**src/rtl/uart_phy.sv**
```systemverilog
// Full-duplex 8-bit UART PHY, 1 start / 8 data LSB-first / 1 stop.
// Optional even parity is enabled by defining UART_PARITY_EN.
module uart_phy #(
  parameter int unsigned CLK_HZ = 50000000,
  parameter int unsigned BAUD   = 115200
) (
  input  logic       aclk,
  input  logic       aresetn,
  input  logic [7:0] din,
  input  logic       wr_en,
  output logic       tx,
  output logic       tx_busy,
  input  logic       rx,
  output logic [7:0] dout,
  output logic       rdy,
  input  logic       rdy_clr,
  output logic       rx_err
);

  localparam int unsigned CLKS_PER_BIT = CLK_HZ / BAUD;
  localparam int unsigned CW = (CLKS_PER_BIT > 1) ? $clog2(CLKS_PER_BIT) : 1;
  localparam logic [CW-1:0] BIT_LAST  = CW'(CLKS_PER_BIT - 1);
  localparam logic [CW-1:0] HALF_LAST = CW'(CLKS_PER_BIT / 2 - 1);
  localparam logic [CW-1:0] CNT_ONE   = CW'(1);

  localparam logic [2:0] S_IDLE   = 3'd0;
  localparam logic [2:0] S_START  = 3'd1;
  localparam logic [2:0] S_DATA   = 3'd2;
`ifdef UART_PARITY_EN
  localparam logic [2:0] S_PARITY = 3'd3;
`endif
  localparam logic [2:0] S_STOP   = 3'd4;

  // ---------------- transmitter ----------------
  logic [2:0]    tx_state;
  logic [CW-1:0] tx_cnt;
  logic [2:0]    tx_bit;
  logic [7:0]    tx_data;
  logic          armed;   // blocks wr_en on the first edge after reset release

  always_ff @(posedge aclk or negedge aresetn) begin
    if (!aresetn) begin
      tx_state <= S_IDLE;
      tx_cnt   <= '0;
      tx_bit   <= '0;
      tx_data  <= '0;
      armed    <= 1'b0;
      tx       <= 1'b1;
      tx_busy  <= 1'b0;
    end else begin
      armed <= 1'b1;
      if (tx_state == S_IDLE) begin
        if (wr_en && armed) begin
          tx_data  <= din;
          tx       <= 1'b0;
          tx_busy  <= 1'b1;
          tx_cnt   <= '0;
          tx_state <= S_START;
        end
      end else if (tx_cnt != BIT_LAST) begin
        tx_cnt <= tx_cnt + CNT_ONE;
      end else begin
        tx_cnt <= '0;
        case (tx_state)
          S_START: begin
            tx       <= tx_data[0];
            tx_bit   <= '0;
            tx_state <= S_DATA;
          end
          S_DATA: begin
            if (tx_bit == 3'd7) begin
`ifdef UART_PARITY_EN
              tx       <= ^tx_data;
              tx_state <= S_PARITY;
`else
              tx       <= 1'b1;
              tx_state <= S_STOP;
`endif
            end else begin
              tx     <= tx_data[tx_bit + 3'd1];
              tx_bit <= tx_bit + 3'd1;
            end
          end
`ifdef UART_PARITY_EN
          S_PARITY: begin
            tx       <= 1'b1;
            tx_state <= S_STOP;
          end
`endif
          default: begin
            tx       <= 1'b1;
            tx_busy  <= 1'b0;
            tx_state <= S_IDLE;
          end
        endcase
      end
    end
  end

  // ---------------- receiver ----------------
  logic [1:0]    rx_sync;
  logic          rx_s;
  logic [2:0]    rx_state;
  logic [CW-1:0] rx_cnt;
  logic [2:0]    rx_bit;
  logic [7:0]    rx_sh;
  logic          rx_wait;  // after a framing error, wait for line high before re-arming
`ifdef UART_PARITY_EN
  logic          rx_perr;
`endif

  assign rx_s = rx_sync[1];

  always_ff @(posedge aclk or negedge aresetn) begin
    if (!aresetn) begin
      rx_sync <= 2'b11;
    end else begin
      rx_sync <= {rx_sync[0], rx};
    end
  end

  always_ff @(posedge aclk or negedge aresetn) begin
    if (!aresetn) begin
      rx_state <= S_IDLE;
      rx_cnt   <= '0;
      rx_bit   <= '0;
      rx_sh    <= '0;
      rx_wait  <= 1'b0;
`ifdef UART_PARITY_EN
      rx_perr  <= 1'b0;
`endif
      dout     <= '0;
      rdy      <= 1'b0;
      rx_err   <= 1'b0;
    end else begin
      rx_err <= 1'b0;
      // a set later in this block overrides the clear
      if (rdy_clr) rdy <= 1'b0;
      case (rx_state)
        S_IDLE: begin
          if (rx_wait) begin
            if (rx_s) rx_wait <= 1'b0;
          end else if (!rx_s) begin
            rx_cnt   <= '0;
            rx_state <= S_START;
          end
        end
        S_START: begin
          if (rx_cnt != HALF_LAST) begin
            rx_cnt <= rx_cnt + CNT_ONE;
          end else begin
            rx_cnt <= '0;
            if (rx_s) begin
              rx_state <= S_IDLE;
            end else begin
              rx_bit   <= '0;
              rx_state <= S_DATA;
            end
          end
        end
        S_DATA: begin
          if (rx_cnt != BIT_LAST) begin
            rx_cnt <= rx_cnt + CNT_ONE;
          end else begin
            rx_cnt <= '0;
            rx_sh  <= {rx_s, rx_sh[7:1]};
            if (rx_bit == 3'd7) begin
`ifdef UART_PARITY_EN
              rx_state <= S_PARITY;
`else
              rx_state <= S_STOP;
`endif
            end else begin
              rx_bit <= rx_bit + 3'd1;
            end
          end
        end
`ifdef UART_PARITY_EN
        S_PARITY: begin
          if (rx_cnt != BIT_LAST) begin
            rx_cnt <= rx_cnt + CNT_ONE;
          end else begin
            rx_cnt   <= '0;
            rx_perr  <= rx_s ^ (^rx_sh);
            rx_state <= S_STOP;
          end
        end
`endif
        S_STOP: begin
          if (rx_cnt != BIT_LAST) begin
            rx_cnt <= rx_cnt + CNT_ONE;
          end else begin
            rx_cnt   <= '0;
            rx_state <= S_IDLE;
            if (!rx_s) begin
              rx_err  <= 1'b1;
              rx_wait <= 1'b1;
            end
`ifdef UART_PARITY_EN
            else if (rx_perr) begin
              rx_err <= 1'b1;
            end
`endif
            else begin
              dout <= rx_sh;
              rdy  <= 1'b1;
              if (rdy) rx_err <= 1'b1;
            end
          end
        end
        default: begin
          rx_cnt   <= '0;
          rx_state <= S_IDLE;
        end
      endcase
    end
  end

endmodule
```
**config.mk**
```make
export PLATFORM = sky130hd
export DESIGN_NAME = uart_phy
export DESIGN_NICKNAME = d
export VERILOG_FILES = /design/src/rtl/uart_phy.sv
export SDC_FILE = /design/constraint.sdc
export NUM_CORES = 1
export LEC_CHECK = 0
export ABC_AREA = 1
export CORE_MARGIN = 5
export CORE_UTILIZATION = 35
export DETAILED_ROUTE_END_ITERATION = 12
export SKIP_LAST_GASP = 1
export SLEW_MARGIN = 5
export SYNTH_ARGS = -nofsm -noshare
export SYNTH_HDL_FRONTEND = slang
export SYNTH_SLANG_ARGS = --single-unit
```
**constraint.sdc**
```tcl
create_clock -name aclk -period 2.1 [get_ports aclk]
set_input_delay 0.315 -clock aclk [delete_from_list [all_inputs] [get_ports aclk]]
set_output_delay 0.315 -clock aclk [all_outputs]
set_load 0.02 [all_outputs]
```
==> out/summary.txt <==
Design Area, Final - 0.00376 sq mm
Sequential share of the synthesized area - 48.7%
Synth Net Count - 397
Syn_area_per_cell - 8.51 sq um
Die Wd - 105 um
Initial DRC Count - 101
Area after DPL - 0.00354 sq mm
Final GP Congestion - 0.836
Post_cts resized - 0
Inserted Clock Buffers - 9
Area share of the largest cell type after synthesis - 46.3%
Setup crit start kind - flop
Fmax - 0.566 GHz
Commonest cells in the netlist - 98 x nand2_1, 59 x dfrtp_1, 43 x inv_1
Outcome - complete, no violations
EDFF count, synth - 0
Crit Path Category - reg2out
GR Util All Layers - 11.4%
PD cells - 859 mW/mm^2
CP startpoint - tx$_DFFE_PN1P_
Final Hold Viols - 0
CTS Buffer Depth - 2
Routed len/inst - 11.3 um
CP max stage cell - clkdlybuf4s50_1
Flops & latches, synth - 62
Setup TNS - 0 ns
Worst EP arrival - 1.45 ns
Post-DP HPWL - 4190 um
Synth cell types - 31
Vias per cell - 4.71
Total gr overflow - 0
CTS Sinks - 62
Max Slew Vio Count - 0
Yosys warning total - 0
Max cap viols - 0
Critical path buffers and inverters - 1
Synth async-reset ratio - 100%
DR pass1 iterations - 4
Syn Inst Count - 375
Pin count of the biggest net entering global routing - 63
CP top delay family - buffers and inverters
Area grow syn2layout - 17.8%
Worst setup margin - 0.333 ns
Primary FF master, synth - dfrtp_1
DRC errors left - 0
Post-Route Utilization - 42.7%
Top cells by area, synth - dfrtp_1 46%, nand2_1 12%, inv_1 5.1%, o21ai_2 4.4%, nor2_1 3.6%
Worst clock skew - 0.00545 ns
Top-count cell post-synth - nand2_1
CP endpoint kind - output pin
Fraction of layout cells with a size suffix above 1 - 15.5%
ANT cells - 0
IO Count - 25
TritonCTS clock tree - built
Mapped Area - 0.00319 sq mm
Final wirelength - 5860 um
Critical-path maximum fanout - 2
Final setup vio count - 0
Hold Crit Class - reg2reg
# fillers - 855
Clk_lat worst skew - 0.33 ns
Critical-path cell list - clkdlybuf4s50_1
Die height - 105 um
Hold_sp - rx_sync[0]$_DFF_PN1_
Worst slack, placed - 0.308 ns
Nets - 430
First-pass GRT wire length - 10700 um
Fin crit share - 84.2%
Req. time, crit path - 1.78 ns
Yosys top cell by area - dfrtp_1
Vias in the first global route - 2406
Detailed-route via count - 2449
Clk root buf - clkbuf_8
R2R Path Start - rx_cnt[1]$_DFFE_PN0P_
Die ar. - 0.0111 sq mm
RSZ-0062 raised after global routing - no
CP max stage delay - 0.59 ns
Initial Util - 36.2%
Core area - 0.00881 sq mm
Rows - 34
P_leak - 1.70 nW
Clock slew at reported path FFs - 0.07 ns
Period minus WS final - 1.77 ns
H-tree level count - 3
# port buffers - 24
VDD IR-drop max - 0.428 mV
Initial antenna violation count - 0
DRT antenna net count - 0
-- layer usage --
metal / GRT usage, % / part of all wire [%]
met5: 0 / 0
met4: 1.69 / 0.60
met3: 4.34 / 3.9
met2: 18.1 / 47
met1: 15.2 / 48
-- report_power, final --
group / switching (W) / internal (W) / total, W
registers: 0.000129 / 0.00136 / 0.00149
logic: 0.000404 / 0.000254 / 0.000658
clock network: 0.000445 / 0.000637 / 0.00108
-- metrics by stage --
step	hold WS (ns)	total power, W	instances
final	0.360	0.00323	520
after global routing	0.357	0.00345	520
after CTS	0.361	0.00328	520
after detailed placement	0.351	0.00217	504
after global placement	0.347	0.00216	504
after floorplan	0.0194	0.00198	375
-- state kept, by name (all words and copies together), names as in the netlist --
| signal | count |
|---|---|
| rx_bit | 3 |
| tx | 1 |
| tx_state | 3 |
| tx_cnt | 9 |
| rx_state | 3 |
| tx_busy | 1 |
| tx_data | 8 |
| rx_sync | 2 |
| dout | 8 |
| rx_err | 1 |
| rdy | 1 |
| rx_cnt | 9 |
| rx_sh | 8 |
| rx_wait | 1 |
| tx_bit | 3 |
| armed | 1 |
-- path summary, 6_finish.rpt --
| kind | cells past startpoint | slack (ns) | endpoint |
|---|---|---|---|
| setup reg to reg | 7 | 0.46 | rx_sh[1]$_DFFE_PN0P_ |
| min in group asynchronous | 3 | 0.53 | rx_cnt[3]$_DFFE_PN0P_ |
| hold reg to reg | 0 | 0.36 | rx_sync[1]$_DFF_PN1_ |
| hold / removal | 0 | 0.36 | rx_sync[1]$_DFF_PN1_ |
| max in group asynchronous | 3 | 1.27 | tx$_DFFE_PN1P_ |
| setup / recovery | 1 | 0.33 | tx |
-- layout by cell type (no fill, tap or decap), drive strengths merged --
master         synthesis  layout
a21oi                  5       5
a31oi                  1       1
buf                    4       2
bufinv                 0       1
clkbuf                 0      12
clkdlybuf4s50          0      23
clkinv                 1       2
clkinvlp               0       1
conb                   1       1
dfrtp                 59      59
dfstp                  3       3
dlygate4sd3            0       1
ha                     9       9
inv                   52      52
mux2                   7       7
nand2                106     106
nand3                 24      24
nand4                 13      13
nor2                  36      36
nor3                   7       7
o21ai                 38      38
o22ai                  4       4
o31ai                  1       1
xor2                   4       4
-- cell type report --
class	instances	area, sq um	area share [%]
repair buffers	26	265	7.06
clock inverters	3	42.5	1.13
well taps	108	135	3.60
flip-flops and latches	62	1560	41.4
clock buffers	12	165	4.40
inverters	53	200	5.33
multi-input cells	256	1390	37.1
-- logic make-up after synthesis --
| kind of cell | share of synthesized area [%] |
|---|---|
| simple gates | 26.3 |
| flops | 48.7 |
| buf+inv | 7.57 |
| compound gates | 9.84 |
| fa+ha+maj | 3.53 |
| mux | 2.82 |
| xor+xnor | 1.10 |
| other cells | 0.118 |
-- what timing repair did --
action | 4_1_cts | 5_1_grt
buffers inserted | 0 | 0
hold buffers | 1 | 0
setup endpoints to repair | 0 | 0
endpoints found under the hold margin | 20 | 0
Power figures use the tool's default switching activity.
